<file path="src/rtl/bip_pkg.sv">
// Shared constants for the BIP sequencer: opcodes, accumulator/ALU source
// encodings and the control FSM state type.
package bip_pkg;

   // Instruction set; any opcode above OP_BR is undefined and runs as a NOP
   localparam int unsigned OP_HLT  = 0;
   localparam int unsigned OP_STO  = 1;
   localparam int unsigned OP_LD   = 2;
   localparam int unsigned OP_LDI  = 3;
   localparam int unsigned OP_ADD  = 4;
   localparam int unsigned OP_ADDI = 5;
   localparam int unsigned OP_SUB  = 6;
   localparam int unsigned OP_SUBI = 7;
   localparam int unsigned OP_BEQ  = 8;
   localparam int unsigned OP_BNE  = 9;
   localparam int unsigned OP_BR   = 10;

   // Accumulator source select
   localparam logic [1:0] SEL_A_MEM = 2'b00;
   localparam logic [1:0] SEL_A_IMM = 2'b01;
   localparam logic [1:0] SEL_A_ALU = 2'b10;

   // ALU B operand source select
   localparam logic SEL_B_MEM = 1'b0;
   localparam logic SEL_B_IMM = 1'b1;

   // Control FSM states
   typedef enum logic [1:0] {
      ST_IDLE  = 2'd0,
      ST_FETCH = 2'd1,
      ST_EXEC  = 2'd2,
      ST_HALT  = 2'd3
   } state_t;

endpackage

</file>
<file path="src/rtl/bip_branch_pc.sv">
// Program counter with its increment / relative-branch adder. The offset is
// sign-extended and all arithmetic wraps at the PC width.
module bip_branch_pc #(
   parameter int PC_CANT_BITS = 11,
   parameter int OFFSET_BITS  = 11
) (
   input  logic                    i_clock,
   input  logic                    i_soft_reset,
   input  logic                    wrPC,
   input  logic                    branch,
   input  logic [OFFSET_BITS-1:0]  offset,
   output logic [PC_CANT_BITS-1:0] pc
);

   // Wide enough to hold both the PC and the offset so sign extension is exact
   localparam int EXT_BITS = (OFFSET_BITS > PC_CANT_BITS) ? OFFSET_BITS : PC_CANT_BITS;

   logic [EXT_BITS-1:0]     offset_ext;
   logic [PC_CANT_BITS-1:0] pc_inc;
   logic [PC_CANT_BITS-1:0] pc_target;

   assign offset_ext = EXT_BITS'($signed(offset));
   assign pc_inc     = pc + PC_CANT_BITS'(1);
   assign pc_target  = pc_inc + offset_ext[PC_CANT_BITS-1:0];

   // PC advances only when the sequencer retires an instruction
   always_ff @(posedge i_clock or posedge i_soft_reset) begin
      if (i_soft_reset) begin
         pc <= '0;
      end else if (wrPC) begin
         pc <= branch ? pc_target : pc_inc;
      end
   end

endmodule

</file>
<file path="src/rtl/bip_seq_control.sv">
// BIP control unit: fetches one instruction word per handshake, decodes it
// for a single EXEC cycle and steers the PC, then refetches or halts.
module bip_seq_control #(
   parameter int PC_CANT_BITS   = 11,
   parameter int OPCODE_LENGTH  = 5,
   parameter int OPERAND_LENGTH = 11
) (
   input  logic                                  i_clock,
   input  logic                                  i_soft_reset,
   input  logic                                  i_start,
   input  logic [OPCODE_LENGTH+OPERAND_LENGTH-1:0] i_instr,
   input  logic                                  i_imem_ack,
   input  logic                                  i_acc_zero,
   output logic [PC_CANT_BITS-1:0]               o_addr_mem,
   output logic                                  o_imem_req,
   output logic [OPERAND_LENGTH-1:0]             o_operand,
   output logic [1:0]                            o_selA,
   output logic                                  o_selB,
   output logic                                  o_wrAcc,
   output logic                                  o_wr_rd_mem,
   output logic [OPCODE_LENGTH-1:0]              o_opCode,
   output logic                                  o_busy,
   output logic                                  o_halted,
   output logic                                  o_illegal
);

   import bip_pkg::*;

   localparam int INSTR_W = OPCODE_LENGTH + OPERAND_LENGTH;

   state_t                    state;
   state_t                    state_next;
   logic [INSTR_W-1:0]        instr_q;
   logic [OPCODE_LENGTH-1:0]  opcode;
   logic [OPERAND_LENGTH-1:0] operand;
   logic                      in_exec;
   logic                      is_halt;
   logic                      branch_taken;
   logic                      wr_pc;

   assign opcode    = instr_q[INSTR_W-1 -: OPCODE_LENGTH];
   assign operand   = instr_q[OPERAND_LENGTH-1:0];
   assign in_exec   = (state == ST_EXEC);
   assign is_halt   = (opcode == OPCODE_LENGTH'(OP_HLT));
   assign wr_pc     = in_exec && !is_halt;
   assign o_operand = operand;

   // HLT leaves the PC pointing at itself, everything else retires the PC
   bip_branch_pc #(
      .PC_CANT_BITS (PC_CANT_BITS),
      .OFFSET_BITS  (OPERAND_LENGTH)
   ) u_pc (
      .i_clock      (i_clock),
      .i_soft_reset (i_soft_reset),
      .wrPC         (wr_pc),
      .branch       (branch_taken),
      .offset       (operand),
      .pc           (o_addr_mem)
   );

   // State register
   always_ff @(posedge i_clock or posedge i_soft_reset) begin
      if (i_soft_reset) begin
         state <= ST_IDLE;
      end else begin
         state <= state_next;
      end
   end

   // Capture the instruction word only on an acknowledged fetch
   always_ff @(posedge i_clock or posedge i_soft_reset) begin
      if (i_soft_reset) begin
         instr_q <= '0;
      end else if (state == ST_FETCH && i_imem_ack) begin
         instr_q <= i_instr;
      end
   end

   // Next-state logic; HALT is only left through reset
   always_comb begin
      state_next = state;
      case (state)
         ST_IDLE:  if (i_start) state_next = ST_FETCH;
         ST_FETCH: if (i_imem_ack) state_next = ST_EXEC;
         ST_EXEC:  state_next = is_halt ? ST_HALT : ST_FETCH;
         ST_HALT:  state_next = ST_HALT;
         default:  state_next = ST_IDLE;
      endcase
   end

   // Branch decision, using the zero flag as seen during EXEC
   always_comb begin
      branch_taken = 1'b0;
      case (opcode)
         OPCODE_LENGTH'(OP_BR):  branch_taken = 1'b1;
         OPCODE_LENGTH'(OP_BEQ): branch_taken = i_acc_zero;
         OPCODE_LENGTH'(OP_BNE): branch_taken = !i_acc_zero;
         default:                branch_taken = 1'b0;
      endcase
   end

   // Output decode: status flags per state, datapath controls only in EXEC
   always_comb begin
      o_imem_req  = (state == ST_FETCH);
      o_busy      = (state == ST_FETCH) || in_exec;
      o_halted    = (state == ST_HALT);
      o_selA      = SEL_A_MEM;
      o_selB      = SEL_B_MEM;
      o_wrAcc     = 1'b0;
      o_wr_rd_mem = 1'b0;
      o_illegal   = 1'b0;
      o_opCode    = '0;
      if (in_exec) begin
         o_opCode = opcode;
         case (opcode)
            OPCODE_LENGTH'(OP_HLT): ;
            OPCODE_LENGTH'(OP_STO): o_wr_rd_mem = 1'b1;
            OPCODE_LENGTH'(OP_LD): begin
               o_selA  = SEL_A_MEM;
               o_wrAcc = 1'b1;
            end
            OPCODE_LENGTH'(OP_LDI): begin
               o_selA  = SEL_A_IMM;
               o_wrAcc = 1'b1;
            end
            OPCODE_LENGTH'(OP_ADD), OPCODE_LENGTH'(OP_SUB): begin
               o_selA  = SEL_A_ALU;
               o_selB  = SEL_B_MEM;
               o_wrAcc = 1'b1;
            end
            OPCODE_LENGTH'(OP_ADDI), OPCODE_LENGTH'(OP_SUBI): begin
               o_selA  = SEL_A_ALU;
               o_selB  = SEL_B_IMM;
               o_wrAcc = 1'b1;
            end
            OPCODE_LENGTH'(OP_BEQ), OPCODE_LENGTH'(OP_BNE), OPCODE_LENGTH'(OP_BR): ;
            default: o_illegal = 1'b1;
         endcase
      end
   end

endmodule

</file>
<file path="config.mk">
export PLATFORM = sky130hd
export DESIGN_NAME = bip_seq_control
export DESIGN_NICKNAME = d
export VERILOG_FILES = /design/src/rtl/bip_pkg.sv /design/src/rtl/bip_branch_pc.sv /design/src/rtl/bip_seq_control.sv
export SDC_FILE = /design/constraint.sdc
export NUM_CORES = 1
export LEC_CHECK = 0
export ABC_CLOCK_PERIOD_IN_PS = 2800
export CAP_MARGIN = 20
export CELL_PAD_IN_SITES_DETAIL_PLACEMENT = 2
export CELL_PAD_IN_SITES_GLOBAL_PLACEMENT = 2
export CORE_UTILIZATION = 26
export DETAILED_ROUTE_END_ITERATION = 16
export PLACE_DENSITY_LB_ADDON = 0.25
export SLEW_MARGIN = 30
export SYNTH_ARGS = -nofsm -noshare
export SYNTH_HDL_FRONTEND = slang
export SYNTH_SLANG_ARGS = --single-unit
</file>
<file path="constraint.sdc">
create_clock -name i_clock -period 2.8 [get_ports i_clock]
set_clock_uncertainty 0.2 [all_clocks]
set_input_delay 0.28 -clock i_clock [delete_from_list [all_inputs] [get_ports i_clock]]
set_output_delay 0.28 -clock i_clock [all_outputs]
set_load 0.005 [all_outputs]
</file>
# After elaboration in Yosys (flattened, before gate mapping)
# Cells that the tools add are included.
[totals]
mem_count = 0
romBits = 0
latch_bits = 0
ramBits = 0
word_cells = 49
ff_bits = 29
[classes]
eq_ne = 15
div_mod_pow = 0
n_addsub = 2
bitwise = 0
reduce_logical = 12
multipliers = 0
muxes = 17
order_cmp = 0
n_shift = 0
[ops]
columns = ["operator", "n"]
rows = [
  ["$eq A5 B3 Y1 const B", 4],
  ["$eq A5 B4 Y1 const B", 3],
  ["$add A11 B1 Y11 const B", 1],
  ["$add A11 B11 Y11", 1],
  ["$mux W11", 1],
  ["$reduce_or A11 Y1", 1],
  ["$eq A5 B2 Y1 const B", 2],
  ["$mux W1", 8],
  ["$mux W2", 4],
  ["$pmux W2 S4", 1],
  ["$reduce_or A6 Y1", 1],
  ["$eq A5 B1 Y1 const B", 1],
  ["$logic_not A5 Y1", 1],
  ["$mux W5", 1],
  ["$eq A2 B2 Y1 const B", 2],
  ["$ne A2 B2 Y1 const B", 2],
  ["$pmux W2 S2", 1],
  ["$reduce_or A4 Y1", 1],
  ["$pmux W1 S3", 1],
  ["$eq A2 B1 Y1 const B", 1],
  ["$logic_and A1 B1 Y1", 2],
  ["$logic_not A1 Y1", 2],
  ["$logic_not A2 Y1", 1],
  ["$reduce_and A2 Y1", 1],
  ["other kinds (2)", 2],
]

# Logic depth before layout (Yosys ltp)
# Gate-level depths: netlist of run 1.
[depth]
word_depth = 4
ltp_mapped = 13
ltp_nobuf = 13

# Modules after synthesis
# Synthesis of run 1 repeated with hierarchy kept, for this count alone.
[hier_totals]
hier_cells = 239
hier_area_um2 = 2220.9
[by_module_without_submodules]
columns = ["mod", "area_each_um2", "instances", "seq_area_each_um2", "cells_per_inst"]
rows = [
  ["bip_branch_pc", 1227.4, 1, 275.3, 153],
  ["bip_seq_control", 993.5, 1, 450.4, 86],
]

# Worst setup path after synthesis of run 1
# No wires, ideal clock.
[synth_timing]
kind = "reg-to-reg"
startpoint = "register u_pc.pc[0]"
endpoint = "register u_pc.pc[10]"
path_slack_ns = -0.189
period_less_slack_ns = 2.989
setup_time_ns = 0.080
path_stages_with_launch = 14
required_time_ns = 2.520
t_arrival_ns = 2.709
cell_sequence = "dfrtp_1 ha_1 and3_1 and3_1 and3_1 xor2_1 ha_1 nand4_1 a211o_1 nand2_1 mux2i_1 nor2_2 mux2i_1 xnor2_1"
[synth_between]
elab_chain_len = 3
[synth_rtl]
columns = ["element", "line", "rtl"]
rows = [
  ["from (decl)", "bip_branch_pc.sv:12", "output logic [PC_CANT_BITS-1:0] pc"],
  ["from (signal assigned)", "bip_branch_pc.sv:31", "pc <= branch ? pc_target : pc_inc;"],
  ["$add A11 B1 Y11 (*)", "bip_branch_pc.sv:23", "assign pc_inc = pc + PC_CANT_BITS'(1);"],
  ["$add A11 B11 Y11", "bip_branch_pc.sv:24", "assign pc_target = pc_inc + offset_ext[PC_CANT_BITS-1:0];"],
  ["$mux W11 (*)", "bip_branch_pc.sv:31", ""],
]
# Every way passes the cells marked *; elsewhere a longest branch is shown, timed or not.
# A chain may end at the register's enable or synchronous reset.

# Final worst setup path of run 1
# Ends and elaborated chain as after synthesis.

==> metrics.txt, run 1 <==
pre-CTS setup slack -0.1512 ns; area occupied by registers 725.7 um2; Multi-input gate area 1399 um2; total grt overflow 0; worst-path cell chain ha_2 -> and3_4 -> and3_4 -> buf_4 -> xor2_1 -> ha_2 -> a21o_1 -> a21oi_2 -> nor3_1 -> o31a_1 -> nor2_2 -> mux2i_1 -> xnor2_1; # IOs 57; CTS tree yes; Synth Warn # 0; Cells after Synth 239; Port Buffers 56; crit path time final 2.895 ns; Starting Density 26.86%; sequential share of the synthesized area 32.88%; CTS clock-pin slew for the worst setup and hold paths 0.07 ns; failing checks setup timing; worst hold path type in2async; total number of vias 2,005; vias per std cell 4.820; element type at the critical path start flop; ys flop type dfrtp_1; run status complete, but fails checks; synthesized area per cell 9.235 um2; largest net degree at the start of global routing 30; FF-to-FF path depth 13; overall die area 8861 um2; Crit path max-delay family compound AO/OA/AOI/OAI gates; number of fill cells 889; Worst VDD drop 0.0003942 V; post-synthesis adder-cell area fraction 11.68%; RSZ-0062 raised after global routing true; leakage 0.001367 uW; Post-Syn Area 2207 um2; XOR/XNOR Fraction of Synth Area 5.556%; DR DRC count 0; # H-tree levels 2; Die Wd 94.14 um; WL/cell 16.87 um; Overall Global Routing Usage 17.03%; DRT Pass-1 Iters 3; Flop pwr share 23.1%; Skew-Pair Late Insertion Delay 0.29 ns; Syn Nets 280; Seq cells post-synth 29; most common cell in the netlist dfrtp_1; worst relative slew slack 63.06%; DRT Wirelength 7.017 mm; Die Span Y 94.14 um; final hold violation count 0; post-synth top area share 32.88%; CP arrival 2.90 ns; clk buf depth 2; vias in the first global route 2,190; Max Slew Vio Count 0; largest family of logic cells by synthesized area simple AND/OR/NAND/NOR gates; Core Area 8217 um2; TritonCTS Buffers 5; final period utilization 103.4%; Synth Area in Compound Gates 13.04%; Post-synth EDFFs 0; internal power 2187 uW; # rows 33; slowest CP cell dfrtp_1; Commonest cells post-synth dfrtp_1, ha_1, o21ai_0; MaxCap Viol Count 0; Placer Congestion 0.7763; Logic pwr share 64.6%; Power, Total 3790 uW; Fmax 345.4 MHz; antenna diode count 0; CP bufs+invs 1; initial DRC count 35; critical path capture point type flop; layout cell share with drive strength beyond 1 21.22%; final worst setup slack -0.09499 ns; crit path kind reg2reg; post-synthesis mux area share 10.43%; Crit. path cell count 13; Post-synth ARST share 100.0%; Post-layout nets 351; Net Sw Frac 42.29%; Worst-Margin Slew 0.5537 ns; Clk pwr share 12.3%; Yosys top cell by area dfrtp_1; main area contributors after synthesis dfrtp_1, ha_1, mux2_2, o21ai_0, buf_4; hold buffer count at CTS 0; Setup violations, final 1; TNS Setup -0.09499 ns; clk root buf clkbuf_8; initial antenna violation count 0; HPWL Detailed 5.318 mm; CTS sink count 29; Detail Route Antenna Nets 0; switching power 1603 uW; CP required 2.81 ns; simple-gate share of the synthesized area 18.99%; Cell Pwr Density 1196 nW/um2; peak fanout along the critical path 3; first-pass GRT wire length 11.40 mm; P&R area growth vs syn 43.59%; post-synth cell types 45; delay of the slowest critical-path stage 0.40 ns
[worst min-delay path, stage by stage]
cell and delay [ns]:
clkdlybuf4s50_1 0.40, inv_1 0.05, buf_4 0.35
[path summary, 6_finish.rpt]
path                         startpoint          end  slack (ns)
max                          u_pc.pc[0]  u_pc.pc[10]       -0.09
min                        i_soft_reset   instr_q[2]        0.17
max reg2reg                  u_pc.pc[0]  u_pc.pc[10]       -0.09
min reg2reg                 u_pc.pc[10]  u_pc.pc[10]        0.29
max in group asynchronous  i_soft_reset   instr_q[7]        1.93
min in group i_clock        u_pc.pc[10]  u_pc.pc[10]        0.29
[stage by stage]
stage	hold WS (ns)	cell area [um2]	instances	utilization (%)
6_report	0.1692	3169	416	38.57
5_1_grt	0.2370	3169	416	38.57
4_1_cts	0.1908	3154	416	38.39
3_5_place_dp	0.2724	2989	407	36.38
3_3_place_gp	0.2842	2989	407	36.38
2_1_floorplan	0.1581	2232	239	-
[cells in the final DEF (no fill, tap or decap), types with 2 or more instances in the layout]
cell / instances
nor4b_1: 2
buf_4: 26
nor3_1: 6
and2_1: 7
xnor2_1: 5
clkdlybuf4s50_1: 56
nand2b_1: 4
nor2_2: 2
inv_1: 11
a21oi_2: 2
nand3_1: 7
ha_2: 2
a31oi_1: 2
nor2b_1: 6
nor2_1: 14
mux2_2: 16
dfrtp_1: 29
mux2i_1: 4
and3_4: 4
nor3b_1: 3
a211o_1: 2
a21oi_1: 10
ha_1: 16
nand2_1: 16
a21o_1: 3
clkbuf_8: 6
o21ai_0: 17
xor2_1: 7
[final cells by class]
class	count	share of cell area (%)
Inverter	11	1.303
Timing Repair Buffer	82	23.85
Tap cell	105	4.145
Clock buffer	7	2.724
Clock inverter	1	0.9475
Multi-Input combinational cell	181	44.14
Sequential cell	29	22.90
[registers in the layout, summed over array words and instances (netlist names)]
signal,flops
instr_q,16
state,2
u_pc.pc,11
[metal layers]
metal / up-vias / track usage, % / wire [um]
met3: 7 / 2.346 / 215
met5: - / 0 / 0
met1: 993 / 20.46 / 3165
met4: 0 / 5.769 / 80
li1: 966 / - / -
met2: 39 / 30.78 / 3556
[cell families after synthesis]
group,Yosys count
xor gates and xnor gates,14
adders and majority gates,20
buffers and inverters,29
muxes,21
AOI/OAI and AO/OA,47
DFF,29
and+or+nand+nor,79
[power by group through the flow]
stage	Combinational, uW	Clock, uW	Sequential [uW]
5_1_grt	2700	500	912
6_report	2450	467	874
2_1_floorplan	1450	0	824
4_1_cts	2450	485	879
3_5_place_dp	2370	0	875
3_3_place_gp	2310	0	867
[repair_timing]
item	CTS	global route
setup endpoints to repair	2	4
pin swaps	4	1
setup buffers	1	0
resized for setup	8	4
Note: power is estimated with default switching activity, not from simulation.
==> run 2: changes to the inputs <==
--- a/config.mk
+++ b/config.mk
@@ -11,6 +11,7 @@
 export CELL_PAD_IN_SITES_GLOBAL_PLACEMENT = 2
 export CORE_UTILIZATION = 26
 export DETAILED_ROUTE_END_ITERATION = 16
+export GPL_TIMING_DRIVEN = 1
 export PLACE_DENSITY_LB_ADDON = 0.25
 export SLEW_MARGIN = 30
 export SYNTH_ARGS = -nofsm -noshare
==> results of run 2 <==
No change in the layout: final DEF, timing and power equal those of run 1.
==> run 3: changes to the inputs <==
--- a/config.mk
+++ b/config.mk
@@ -5,7 +5,6 @@
 export SDC_FILE = /design/constraint.sdc
 export NUM_CORES = 1
 export LEC_CHECK = 0
-export ABC_CLOCK_PERIOD_IN_PS = 2800
 export CAP_MARGIN = 20
 export CELL_PAD_IN_SITES_DETAIL_PLACEMENT = 2
 export CELL_PAD_IN_SITES_GLOBAL_PLACEMENT = 2
==> results of run 3 <==
No change in the layout: final DEF, timing and power equal those of run 1.
